--- config.mk ---
export PLATFORM = sky130hd
export DESIGN_NAME = alu_share_arbiter_flat
export DESIGN_NICKNAME = d
export VERILOG_FILES = /design/src/rtl/alu_arb_pkg.sv /design/src/rtl/alu_share_arbiter_if.sv /design/src/rtl/rr_arb2.sv /design/src/rtl/alu_share_arbiter.sv /design/src/flat_wrapper.sv
export SDC_FILE = /design/constraint.sdc
export NUM_CORES = 1
export LEC_CHECK = 0
export ABC_AREA = 1
export BUFFER_PORTS_ARGS = -buffer_cell sky130_fd_sc_hd__buf_2
export CAP_MARGIN = 20
export CORE_ASPECT_RATIO = 0.7
export CORE_MARGIN = 4
export CORE_UTILIZATION = 25
export DETAILED_ROUTE_END_ITERATION = 8
export PLACE_DENSITY = 0.53
export SYNTH_ARGS = -nofsm -noshare
export SYNTH_HDL_FRONTEND = slang
export SYNTH_SLANG_ARGS = --single-unit
--- constraint.sdc ---
create_clock -name clk -period 1.4 [get_ports clk]
set_input_delay 0.07 -clock clk [delete_from_list [all_inputs] [get_ports clk]]
set_output_delay 0.07 -clock clk [all_outputs]
set_load 0.1 [all_outputs]
--- src/rtl/alu_arb_pkg.sv ---
// Shared constants for the two-requester ALU share arbiter: FSM encoding,
// flag bit positions inside resp_flags, and the default datapath width.
package alu_arb_pkg;

  localparam int DEFAULT_WIDTH = 8;

  localparam logic [1:0] IDLE = 2'b00;
  localparam logic [1:0] EXEC = 2'b01;
  localparam logic [1:0] RESP = 2'b10;

  localparam int FLAG_N = 3;
  localparam int FLAG_V = 2;
  localparam int FLAG_Z = 1;
  localparam int FLAG_C = 0;

endpackage

--- src/rtl/alu_share_arbiter_if.sv ---
// Bundle of the two requester handshakes plus the shared ALU connection.
// The slave modport is the arbiter's view; master is the clients/ALU view.
interface alu_share_arbiter_if import alu_arb_pkg::*; #(
  parameter int WIDTH = DEFAULT_WIDTH
);

  logic             req0_valid, req1_valid;
  logic             req0_ready, req1_ready;
  logic [2:0]       req0_sel, req1_sel;
  logic [WIDTH-1:0] req0_a, req0_b, req1_a, req1_b;

  logic             resp0_valid, resp1_valid;
  logic             resp0_ready, resp1_ready;
  logic [WIDTH-1:0] resp_result;
  logic [3:0]       resp_flags;

  logic [WIDTH-1:0] alu_a, alu_b;
  logic [2:0]       alu_sel;
  logic [WIDTH-1:0] alu_result;
  logic             alu_n, alu_v, alu_z, alu_c;

  modport slave (
    input  req0_valid, req1_valid, req0_sel, req1_sel,
           req0_a, req0_b, req1_a, req1_b,
           resp0_ready, resp1_ready,
           alu_result, alu_n, alu_v, alu_z, alu_c,
    output req0_ready, req1_ready, resp0_valid, resp1_valid,
           resp_result, resp_flags, alu_a, alu_b, alu_sel
  );

  modport master (
    output req0_valid, req1_valid, req0_sel, req1_sel,
           req0_a, req0_b, req1_a, req1_b,
           resp0_ready, resp1_ready,
           alu_result, alu_n, alu_v, alu_z, alu_c,
    input  req0_ready, req1_ready, resp0_valid, resp1_valid,
           resp_result, resp_flags, alu_a, alu_b, alu_sel
  );

endinterface

--- src/rtl/rr_arb2.sv ---
// Two-way round-robin pick: a lone request wins outright, a tie goes to the
// requester that did not win last time. Purely combinational, one-hot out.
module rr_arb2 (
  input  logic [1:0] req,
  input  logic       last_grant,
  output logic [1:0] grant
);

  // NOTE: assigning a default before the case keeps every path driven, so no latch is inferred.
  always_comb begin
    grant = 2'b00;
    case (req)
      2'b01:   grant = 2'b01;
      2'b10:   grant = 2'b10;
      2'b11:   grant = last_grant ? 2'b01 : 2'b10;
      default: grant = 2'b00;
    endcase
  end

endmodule

--- src/rtl/alu_share_arbiter.sv ---
// Time-shares one combinational ALU between two requesters: grant, drive the
// registered operands for one cycle, capture the result, hand it back.
module alu_share_arbiter import alu_arb_pkg::*; (
  input logic                clk,
  input logic                rst,
  alu_share_arbiter_if.slave bus
);

  logic [1:0] state, state_nxt;
  logic [1:0] grant_vec;
  logic       last_grant;
  logic       grant_q;
  logic       resp_taken;

  rr_arb2 u_rr_arb2 (
    .req        ({bus.req1_valid, bus.req0_valid}),
    .last_grant (last_grant),
    .grant      (grant_vec)
  );

  assign resp_taken = grant_q ? bus.resp1_ready : bus.resp0_ready;

  // NOTE: sequential state uses non-blocking assignments so every register samples pre-edge values.
  always_ff @(posedge clk) begin
    if (rst) state <= IDLE;
    else     state <= state_nxt;
  end

  always_comb begin
    state_nxt = state;
    case (state)
      IDLE:    if (grant_vec != 2'b00) state_nxt = EXEC;
      EXEC:    state_nxt = RESP;
      RESP:    if (resp_taken) state_nxt = IDLE;
      default: state_nxt = IDLE;
    endcase
  end

  // Ready is masked during reset so nothing is accepted on a reset edge.
  always_comb begin
    bus.req0_ready  = (state == IDLE) && grant_vec[0] && !rst;
    bus.req1_ready  = (state == IDLE) && grant_vec[1] && !rst;
    bus.resp0_valid = (state == RESP) && !grant_q;
    bus.resp1_valid = (state == RESP) &&  grant_q;
  end

  // NOTE: every datapath register has an explicit reset value, so a reset mid-op leaves no stale result visible.
  always_ff @(posedge clk) begin
    if (rst) begin
      bus.alu_a       <= '0;
      bus.alu_b       <= '0;
      bus.alu_sel     <= 3'b000;
      bus.resp_result <= '0;
      bus.resp_flags  <= 4'b0000;
      grant_q         <= 1'b0;
      last_grant      <= 1'b1;
    end else begin
      case (state)
        IDLE: begin
          if (grant_vec != 2'b00) begin
            bus.alu_a   <= grant_vec[1] ? bus.req1_a   : bus.req0_a;
            bus.alu_b   <= grant_vec[1] ? bus.req1_b   : bus.req0_b;
            bus.alu_sel <= grant_vec[1] ? bus.req1_sel : bus.req0_sel;
            grant_q     <= grant_vec[1];
            last_grant  <= grant_vec[1];
          end
        end
        EXEC: begin
          bus.resp_result        <= bus.alu_result;
          bus.resp_flags[FLAG_N] <= bus.alu_n;
          bus.resp_flags[FLAG_V] <= bus.alu_v;
          bus.resp_flags[FLAG_Z] <= bus.alu_z;
          bus.resp_flags[FLAG_C] <= bus.alu_c;
        end
        default: ;
      endcase
    end
  end

endmodule

--- src/flat_wrapper.sv ---
// flat-port wrapper written by rule: the top's interface ports become plain ports
module alu_share_arbiter_flat import alu_arb_pkg::*;
  (clk, rst, bus_req0_valid, bus_req1_valid, bus_req0_sel, bus_req1_sel, bus_req0_a, bus_req0_b, bus_req1_a, bus_req1_b, bus_resp0_ready, bus_resp1_ready, bus_alu_result, bus_alu_n, bus_alu_v, bus_alu_z, bus_alu_c, bus_req0_ready, bus_req1_ready, bus_resp0_valid, bus_resp1_valid, bus_resp_result, bus_resp_flags, bus_alu_a, bus_alu_b, bus_alu_sel);
  alu_share_arbiter_if bus_i ();
  input logic clk;
  input logic rst;
  input wire logic [$bits(bus_i.req0_valid)-1:0] bus_req0_valid;
  input wire logic [$bits(bus_i.req1_valid)-1:0] bus_req1_valid;
  input wire logic [$bits(bus_i.req0_sel)-1:0] bus_req0_sel;
  input wire logic [$bits(bus_i.req1_sel)-1:0] bus_req1_sel;
  input wire logic [$bits(bus_i.req0_a)-1:0] bus_req0_a;
  input wire logic [$bits(bus_i.req0_b)-1:0] bus_req0_b;
  input wire logic [$bits(bus_i.req1_a)-1:0] bus_req1_a;
  input wire logic [$bits(bus_i.req1_b)-1:0] bus_req1_b;
  input wire logic [$bits(bus_i.resp0_ready)-1:0] bus_resp0_ready;
  input wire logic [$bits(bus_i.resp1_ready)-1:0] bus_resp1_ready;
  input wire logic [$bits(bus_i.alu_result)-1:0] bus_alu_result;
  input wire logic [$bits(bus_i.alu_n)-1:0] bus_alu_n;
  input wire logic [$bits(bus_i.alu_v)-1:0] bus_alu_v;
  input wire logic [$bits(bus_i.alu_z)-1:0] bus_alu_z;
  input wire logic [$bits(bus_i.alu_c)-1:0] bus_alu_c;
  output wire logic [$bits(bus_i.req0_ready)-1:0] bus_req0_ready;
  output wire logic [$bits(bus_i.req1_ready)-1:0] bus_req1_ready;
  output wire logic [$bits(bus_i.resp0_valid)-1:0] bus_resp0_valid;
  output wire logic [$bits(bus_i.resp1_valid)-1:0] bus_resp1_valid;
  output wire logic [$bits(bus_i.resp_result)-1:0] bus_resp_result;
  output wire logic [$bits(bus_i.resp_flags)-1:0] bus_resp_flags;
  output wire logic [$bits(bus_i.alu_a)-1:0] bus_alu_a;
  output wire logic [$bits(bus_i.alu_b)-1:0] bus_alu_b;
  output wire logic [$bits(bus_i.alu_sel)-1:0] bus_alu_sel;
  assign bus_i.req0_valid = bus_req0_valid;
  assign bus_i.req1_valid = bus_req1_valid;
  assign bus_i.req0_sel = bus_req0_sel;
  assign bus_i.req1_sel = bus_req1_sel;
  assign bus_i.req0_a = bus_req0_a;
  assign bus_i.req0_b = bus_req0_b;
  assign bus_i.req1_a = bus_req1_a;
  assign bus_i.req1_b = bus_req1_b;
  assign bus_i.resp0_ready = bus_resp0_ready;
  assign bus_i.resp1_ready = bus_resp1_ready;
  assign bus_i.alu_result = bus_alu_result;
  assign bus_i.alu_n = bus_alu_n;
  assign bus_i.alu_v = bus_alu_v;
  assign bus_i.alu_z = bus_alu_z;
  assign bus_i.alu_c = bus_alu_c;
  assign bus_req0_ready = bus_i.req0_ready;
  assign bus_req1_ready = bus_i.req1_ready;
  assign bus_resp0_valid = bus_i.resp0_valid;
  assign bus_resp1_valid = bus_i.resp1_valid;
  assign bus_resp_result = bus_i.resp_result;
  assign bus_resp_flags = bus_i.resp_flags;
  assign bus_alu_a = bus_i.alu_a;
  assign bus_alu_b = bus_i.alu_b;
  assign bus_alu_sel = bus_i.alu_sel;
  alu_share_arbiter u_core (.clk(clk), .rst(rst), .bus(bus_i));
endmodule
Yosys cells after proc, flatten, opt, wreduce, memory -nomap -nowiden
Index checks and enable logic that the tools add are counted.
W data, S select, Z words.
{ "totals": {"out_inout_bits": 35, "wordCells": 36, "in_bits": 56, "reg_bits": 35} }
{ "classes": {"eq_ne": 7, "n_mux": 9, "n_reduce_logical": 12} }
{ "ops": {"columns": ["operator", "n"], "rows": [
  ["$mux W8", 2],
  ["$pmux W2 S3", 2],
  ["$eq A2 B2 Y1 const B", 3],
  ["$logic_and A1 B1 Y1", 6],
  ["$mux W2", 3],
  ["$eq A2 B1 Y1 const B", 2],
  ["$reduce_and A2 Y1", 2],
  ["$mux W3", 1],
  ["$logic_not A1 Y1", 2],
  ["$logic_not A2 Y1", 1],
  ["$ne A2 B1 Y1 const B", 1],
  ["$ne A2 B2 Y1 const B", 1],
  ["$reduce_bool A2 Y1", 1],
  ["$mux W1", 1]
]} }

Depth between registers and ports, before layout
Gate-level depths: netlist (run 1).
{ "logic_depth": {"ltp_word": 5, "ltp_mapped": 7, "ltp_nobuf": 6} }

Hierarchy
Synthesis (run 1) repeated with hierarchy kept, for this count alone.
{ "unflattened": {"cells_unflattened": 268, "hier_area_um2": 1665.3} }
{ "modules_own_cells": {"columns": ["module", "cells_per_inst", "n_inst", "area_each_um2", "seq_area_each_um2"], "rows": [
  ["alu_share_arbiter", 263, 1, 1644.1, 700.7],
  ["rr_arb2", 5, 1, 21.3, 0.0]
]} }

Least setup slack after synthesis (run 1)
Ideal clock, no wire load.
{ "synth_path": {"path_kind": "register to output", "startpoint": "register u_core.last_grant", "endpoint": "output port bus_req0_ready", "stages_incl_launch_ff": 6, "arrival_time_ns": 2.654, "path_slack_ns": -1.324, "path_cell_list": "dfxtp_1 -> inv_1 -> nand2_1 -> nand2_1 -> buf_2 -> nor3_1"} }
{ "synth_via": {"elab_chain_len": 4} }
{ "synth_rtl": {"columns": ["item", "line", "text"], "rows": [
  ["from (decl)", "alu_share_arbiter.sv:11", "logic last_grant;"],
  ["from (signal assigned)", "alu_share_arbiter.sv:65", "last_grant <= grant_vec[1];"],
  ["$mux W2", "rr_arb2.sv:15", "2'b11: grant = last_grant ? 2'b01 : 2'b10;"],
  ["$pmux W2 S3", "rr_arb2.sv:12", "case (req)"],
  ["$logic_and A1 B1 Y1 (2 in a row)", "alu_share_arbiter.sv:41", "bus.req0_ready = (state == IDLE) && grant_vec[0] && !rst;"],
  ["to (decl)", "flat_wrapper.sv:22", "output wire logic [$bits(bus_i.req0_ready)-1:0] bus_req0_ready;"]
]} }
Every way passes these cells.

Final worst setup path (run 1)
{ "layout_path": {"startpoint": "register u_core.state[1]", "endpoint": "output port bus_req0_ready"} }
{ "layout_via": {"elab_chain_len": 3} }
{ "layout_rtl": {"columns": ["item", "line", "text"], "rows": [
  ["from (decl)", "alu_share_arbiter.sv:9", "logic [1:0] state, state_nxt;"],
  ["from (signal assigned)", "alu_share_arbiter.sv:26", "else state <= state_nxt;"],
  ["$logic_not A2 Y1", "alu_share_arbiter.sv:41", null],
  ["$logic_and A1 B1 Y1 (2 in a row)", "alu_share_arbiter.sv:41", null]
]} }
Every way passes these cells.

==> results of run 1 <==
metrics by stage:
step	cells	utilization (%)	area, µm²
global route	469	38.6	2480
floorplan	284	-	1730
global placement	461	36.7	2360
finish	469	38.6	2480
CTS	469	38.6	2480
detailed placement	461	36.7	2360
area by class of cell:
type,instances,area share [%]
multi-input cells,173,29.7
flip-flops and latches,35,28.3
repair buffers,98,23.0
inverters,64,9.69
well taps,91,4.59
clock buffers,6,3.33
clock inverters,2,1.41
worst max-delay path by stage:
stage,start,end,cells past startpoint
4_1_cts,u_core.state[1],bus_req0_ready,4
3_3_place_gp,bus_req1_valid,u_core.bus.alu_sel[1],5
5_1_grt,u_core.state[1],bus_resp1_valid,5
3_5_place_dp,bus_req1_valid,u_core.bus.alu_b[5],5
2_1_floorplan,u_core.state[1],bus_resp0_valid,4
6_report,u_core.state[1],bus_req0_ready,4
power by group:
group	total, µW	internal, µW	switching [µW]	leakage [µW]
combinational	1480	308	1180	0.00114
clock	933	576	357	0.0000612
sequential	1170	1110	55.5	0.000290
worst reg2reg max path: cells and delay by family (launching register included):
family,cells,cell delay [ps]
flops,1,310
compound gates,2,400
simple gates,3,390
sequential cells by signal, indices dropped and copies added, names as in the netlist:
| register | count |
|---|---|
| u_core.state | 2 |
| u_core.bus.alu_a | 8 |
| u_core.bus.resp_flags | 4 |
| u_core.last_grant | 1 |
| u_core.grant_q | 1 |
| u_core.bus.alu_b | 8 |
| u_core.bus.alu_sel | 3 |
| u_core.bus.resp_result | 8 |
synthesized netlist by cell type:
master      n  share of area [%]
dfxtp_1    35                 41
o211ai_1    1               0.44
o21ai_0    12                3.5
clkbuf_1    3               0.66
inv_1      64                 14
o21ai_1     1               0.29
nand2_2     1               0.37
nand3_2     1               0.58
a21oi_1    21                6.1
buf_2       8                2.3
buf_6       1               0.66
nor3_1      1               0.29
nand3_1     2               0.58
nor2_1     32                7.0
nand2_1   101                 22
what timing repair did:
action / 4_1_cts / 5_1_grt
resized for setup: 2 / 0
setup endpoints to repair: 2 / 4
gates cloned: 0 / 0
hold buffers: 0 / 0
cells by family after synthesis:
logic type | after synthesis
AO/OA/AOI/OAI | 35
AND/OR/NAND/NOR | 138
buffers and inverters | 76
flip-flops | 35
metal layers:
metal	vias up	routed length [µm]
li1	1006	-
met2	54	2070
met1	729	2310
met4	0	50
met3	5	396
met5	-	0
==> metrics.txt, run 1 <==
status complete, no violations; number of post-CTS setup repair buffers 0; share of cell area taken by muxes after synthesis 0%; cell with the largest stage delay on the worst path dfxtp_1; total number of nets in the final design approximately 430; HPWL after detailed placement approximately 3700 µm; leading cell types in the layout, fill and taps excluded nand2_1, buf_2, inv_1; post-layout worst setup margin 13.3 ps; highest clock rate 721 MHz; worst relative slew slack between 40% and 50%; Post-Synth Simple-Gate Area 31.0%; H-tree depth reported by CTS 2; cell class contributing the biggest share of worst-path delay simple AND/OR/NAND/NOR gates; arithmetic-cell share of the synthesized area counting full adders, half adders and majority gates 0%; total routing usage reported by global routing between 10% and 20%; maximum fanout count along the critical path 3; number of cell rows 24; Area growth syn-to-layout 44.8%; highest-utilization routing layer at the global route stage met2; #FFs+latches synth 35; die area between 8000 and 9000 µm²; number of global-route vias before repair around 1700; syn nets 340; max_cap viols 0; fraction of layout instances using a drive strength above 1 between 20% and 30%; total CTS buffers 5; crit share post-route 99.0%; worst reg2reg startpoint u_core.state[1]; number of pins exceeding their max-slew limit in the final report 0; global-route met3 utilization under 10%; TritonCTS clock tree built; PD cells 1450 nW/µm²; combined area of the multi-input logic cells 736 µm²; worst-case hold path end point u_core.bus.resp_flags[0]; Pre-Repair DR Iteration Count 4; worst setup skew after layout ~4.8 ps; start point of the worst min-delay path bus_alu_c; required arrival time at the worst endpoint between 1000 and 1500 ps; Min-Delay Path Class input port to flip-flop; initial antenna violation count 0; most common library cell in the layout ignoring fill and taps nand2_1; power consumption 3590 µW; worst hold stages 3; total global routing overflow 0; Syn Area/Cell between 6 and 7 µm²; placeable core region between 6000 and 7000 µm²; IR drop worst, VDD 472 µV; time the worst path needs with I/O delays and setup 1390 ps; worst skew pair latency between 200 and 300 ps; Worst Tran Pin Value between 800 and 900 ps; combinational family with the most area after synthesis simple AND/OR/NAND/NOR gates; synthesized netlist cell count between 200 and 300; clock sink count 35; sequential element share of the synthesized area just over 40%; Worst Reg-to-Reg Cells 5; detailed-route vias per instance 3.83; unrepaired setup endpoints after global routing true; nature of the critical path endpoint output pin; Post-DRT Antenna Nets 0; met2 usage in global routing a little under a fifth; Post-Route Setup TNS 0 ps; Synth Area in Compound Gates 10.4%; internal reg-to-reg setup slack between 200 and 250 ps; synthesized area between 1500 and 2000 µm²; final-layout fill cell count 764; Die Y-Extent around 77 µm; total of warnings raised by yosys 0; placer's final routability congestion estimate between 0.7 and 0.8; number of distinct standard cells referenced by the synthesized netlist 15; starting density of the core a little over a quarter; parity-gate share of the synthesized area counting xor and xnor cells 0%; cell-by-cell trace of the critical path nor2_1 -> inv_1 -> nor3_4 -> buf_12; First DRT Iteration DRCs 47; CTS Root Buffer Type clkbuf_8; x dimension of the die ~110 µm; Worst Setup Start Kind flip-flop; Antenna Diode Count 0; via count ~1800; overall routed net length approximately 4800 µm; met1 routing resource usage after global routing around 15%; cell leakage power between 0.001 and 0.0015 µW; Buffers on Ports 90; drt drc 0; arrival time at the worst endpoint 1320 ps; Seq. cell area 701 µm²; final number of hold-violating endpoints 0; final-layout worst hold slack roughly 32 ps; I/O Pins roughly 90; Clock Tree Buf Depth 2; wire length of the first global-routing pass ~7600 µm; worst path bufs/invs 2; reg-to-reg critical path endpoint u_core.bus.alu_sel[0]; Setup violations, final 0; register clock-pin slew on the reported worst setup and hold paths 70 ps; Avg WL per Cell roughly 10 µm; delay of the slowest cell on the worst path 310 ps; largest net degree at the start of global routing 22; worst setup path category flip-flop to output pin; worst setup timing slack at the placement stage about 85 ps
(Power assumes the default switching activity.)
==> run 2: changes to the inputs <==
SETUP_SLACK_MARGIN = 0.3   (was unset)
==> run 2 against run 1 <==
Net effect: critical path depth is 1 higher; clock power grew 1%; core utilization up 9.9 points; design area up 26%; via count rose by 9.0%; power rose by 12%; die area did not move; clock skew is essentially flat; worst setup slack improved by 64 ps; routed wire length increased by 21%; maximum frequency increased by 4.9%.
==> metrics.txt, run 2 (synthesized netlist as in run 1, its figures left out) <==
status complete, no violations; Pre-Repair DR Iteration Count 4; total global routing overflow 0; TritonCTS clock tree built; drt drc 0; Post-Route Setup TNS 0 ps; I/O Pins a little over 90; Clock Tree Buf Depth 2; overall routed net length around 6000 µm; Post-DRT Antenna Nets 0; max_cap viols 0; total number of nets in the final design about 450; arrival time at the worst endpoint 1250 ps; number of pins exceeding their max-slew limit in the final report 0; placer's final routability congestion estimate around 0.74; # placed instances 460; Min-Delay Path Class input port to flip-flop; Worst Tran Pin Value about 340 ps; final-layout worst hold slack around 17 ps; nature of the critical path endpoint output pin; registers with the highest flip-flop counts u_core.bus.alu_a x8, u_core.bus.alu_b x8, u_core.bus.resp_result x8; register clock-pin slew on the reported worst setup and hold paths ~70 ps; clock sink count 35; Avg WL per Cell approximately 12 µm; die area a little over 8000 µm²; share of power burned in combinational logic ~46%; First DRT Iteration DRCs between 60 and 70; post-route design area about 3100 µm²; number of cell rows 24; net switching power of the design around 1800 µW; Area growth syn-to-layout 82.0%; Post-DP Area 2420 µm²; total routing usage reported by global routing between 10% and 20%; wire length of the first global-routing pass around 8800 µm; final number of hold-violating endpoints 0; Antenna Diode Count 0; worst skew pair latency roughly 280 ps; Setup violations, final 0; IR drop worst, VDD around 440 µV; CTS Root Buffer Type clkbuf_8; part of the power in registers between 30% and 40%; Buffers on Ports 90; final instance count without filler cells roughly 480; leading cell types in the layout, fill and taps excluded nand2_1, inv_1, buf_2; fraction of layout instances using a drive strength above 1 a little under three fifths; initial antenna violation count 0; most common library cell in the layout ignoring fill and taps nand2_1; starting density of the core a little over a quarter; largest net degree at the start of global routing 20; HPWL after detailed placement ~3700 µm; crit share post-route 94.5%; maximum fanout count along the critical path 3; unrepaired setup endpoints after global routing true; highest clock rate 756 MHz; detailed-route vias per instance just over 4; required arrival time at the worst endpoint 1330 ps; fraction of power spent switching nets about 44%; via count between 1500 and 2000; total CTS buffers 5; Worst Setup Start Kind flip-flop; Die Y-Extent 77.2 µm; internal power ~2200 µW; Seq. cell area between 700 and 800 µm²; worst setup skew after layout 4.83 ps; placeable core region 6430 µm²; power consumption roughly 4000 µW; PD cells approximately 1300 nW/µm²; final-layout fill cell count 670; cell leakage power about 0.0017 µW; number of global-route vias before repair approximately 1800; clock group share of total power between 20% and 30%; time the worst path needs with I/O delays and setup between 1000 and 1500 ps; x dimension of the die 107 µm; combined area of the multi-input logic cells between 1000 and 1500 µm²; H-tree depth reported by CTS 2; worst relative slew slack 77.5%; worst setup path category flip-flop to output pin
run 2: changes by cell type in the layout (fill, tap and decap cells not counted), sizes merged:
cell      before  now
buf           98  109
clkinvlp       0    2
o21ai         13   15
inv           64   63
run 2: worst max-delay path, cell delays in order, from the launching register on:
cell	delay (ps)
dfxtp_2	330
buf_4	140
nand3_4	80
nand3_4	100
nor2_4	120
buf_12	180
run 2: final cells by class:
cell class                      instances  share of cell area (%)
Clock buffer                            6                    2.65
Clock inverter                          2                    1.12
Inverter                               64                    7.83
Multi-Input combinational cell        175                    33.9
Sequential cell                        35                    23.9
Tap cell                               91                    3.65
Timing Repair Buffer                  109                    26.7
Timing Repair inverter                  1                   0.241
run 2: metrics by stage:
| step | utilization, % | setup WS [ps] |
|---|---|---|
| after floorplan | - | -42.4 |
| after detailed placement | 37.6 | 146 |
| after global routing | 48.5 | 28.8 |
| final | 48.5 | 77.7 |
| after global placement | 37.6 | 162 |
| after CTS | 44.2 | 99.3 |
run 2: power groups by stage:
stage	clock (µW)	combinational (µW)	sequential, µW
floorplan	0	422	1990
global placement	0	1490	1220
detailed placement	0	1500	1220
CTS	978	1700	1210
global route	1030	1960	1230
finish	946	1860	1210
run 2: final timing paths:
kind | startpoint | endpoint | slack (ps) | cells after the start
hold reg to reg | u_core.bus.resp_flags[0] | u_core.bus.resp_flags[0] | 470 | 2
hold / removal | bus_alu_result[6] | u_core.bus.resp_result[6] | 20 | 3
setup / recovery | u_core.last_grant | bus_req1_ready | 80 | 5
setup reg to reg | u_core.last_grant | u_core.bus.alu_b[4] | 170 | 9
run 2: metal layers:
metal  track usage [%]  routed length, µm
met5                 0                  0
met4              3.45                 68
met3              4.19                419
met2              21.7               2630
met1              17.5               2740
run 2: what timing repair did:
item / in CTS / in global routing
pin swaps: 11 / 32
gates resized for setup: 59 / 75
hold buffers: 0 / 0
gates cloned: 3 / 3
buffers inserted: 8 / 1
setup endpoints to repair: 56 / 36
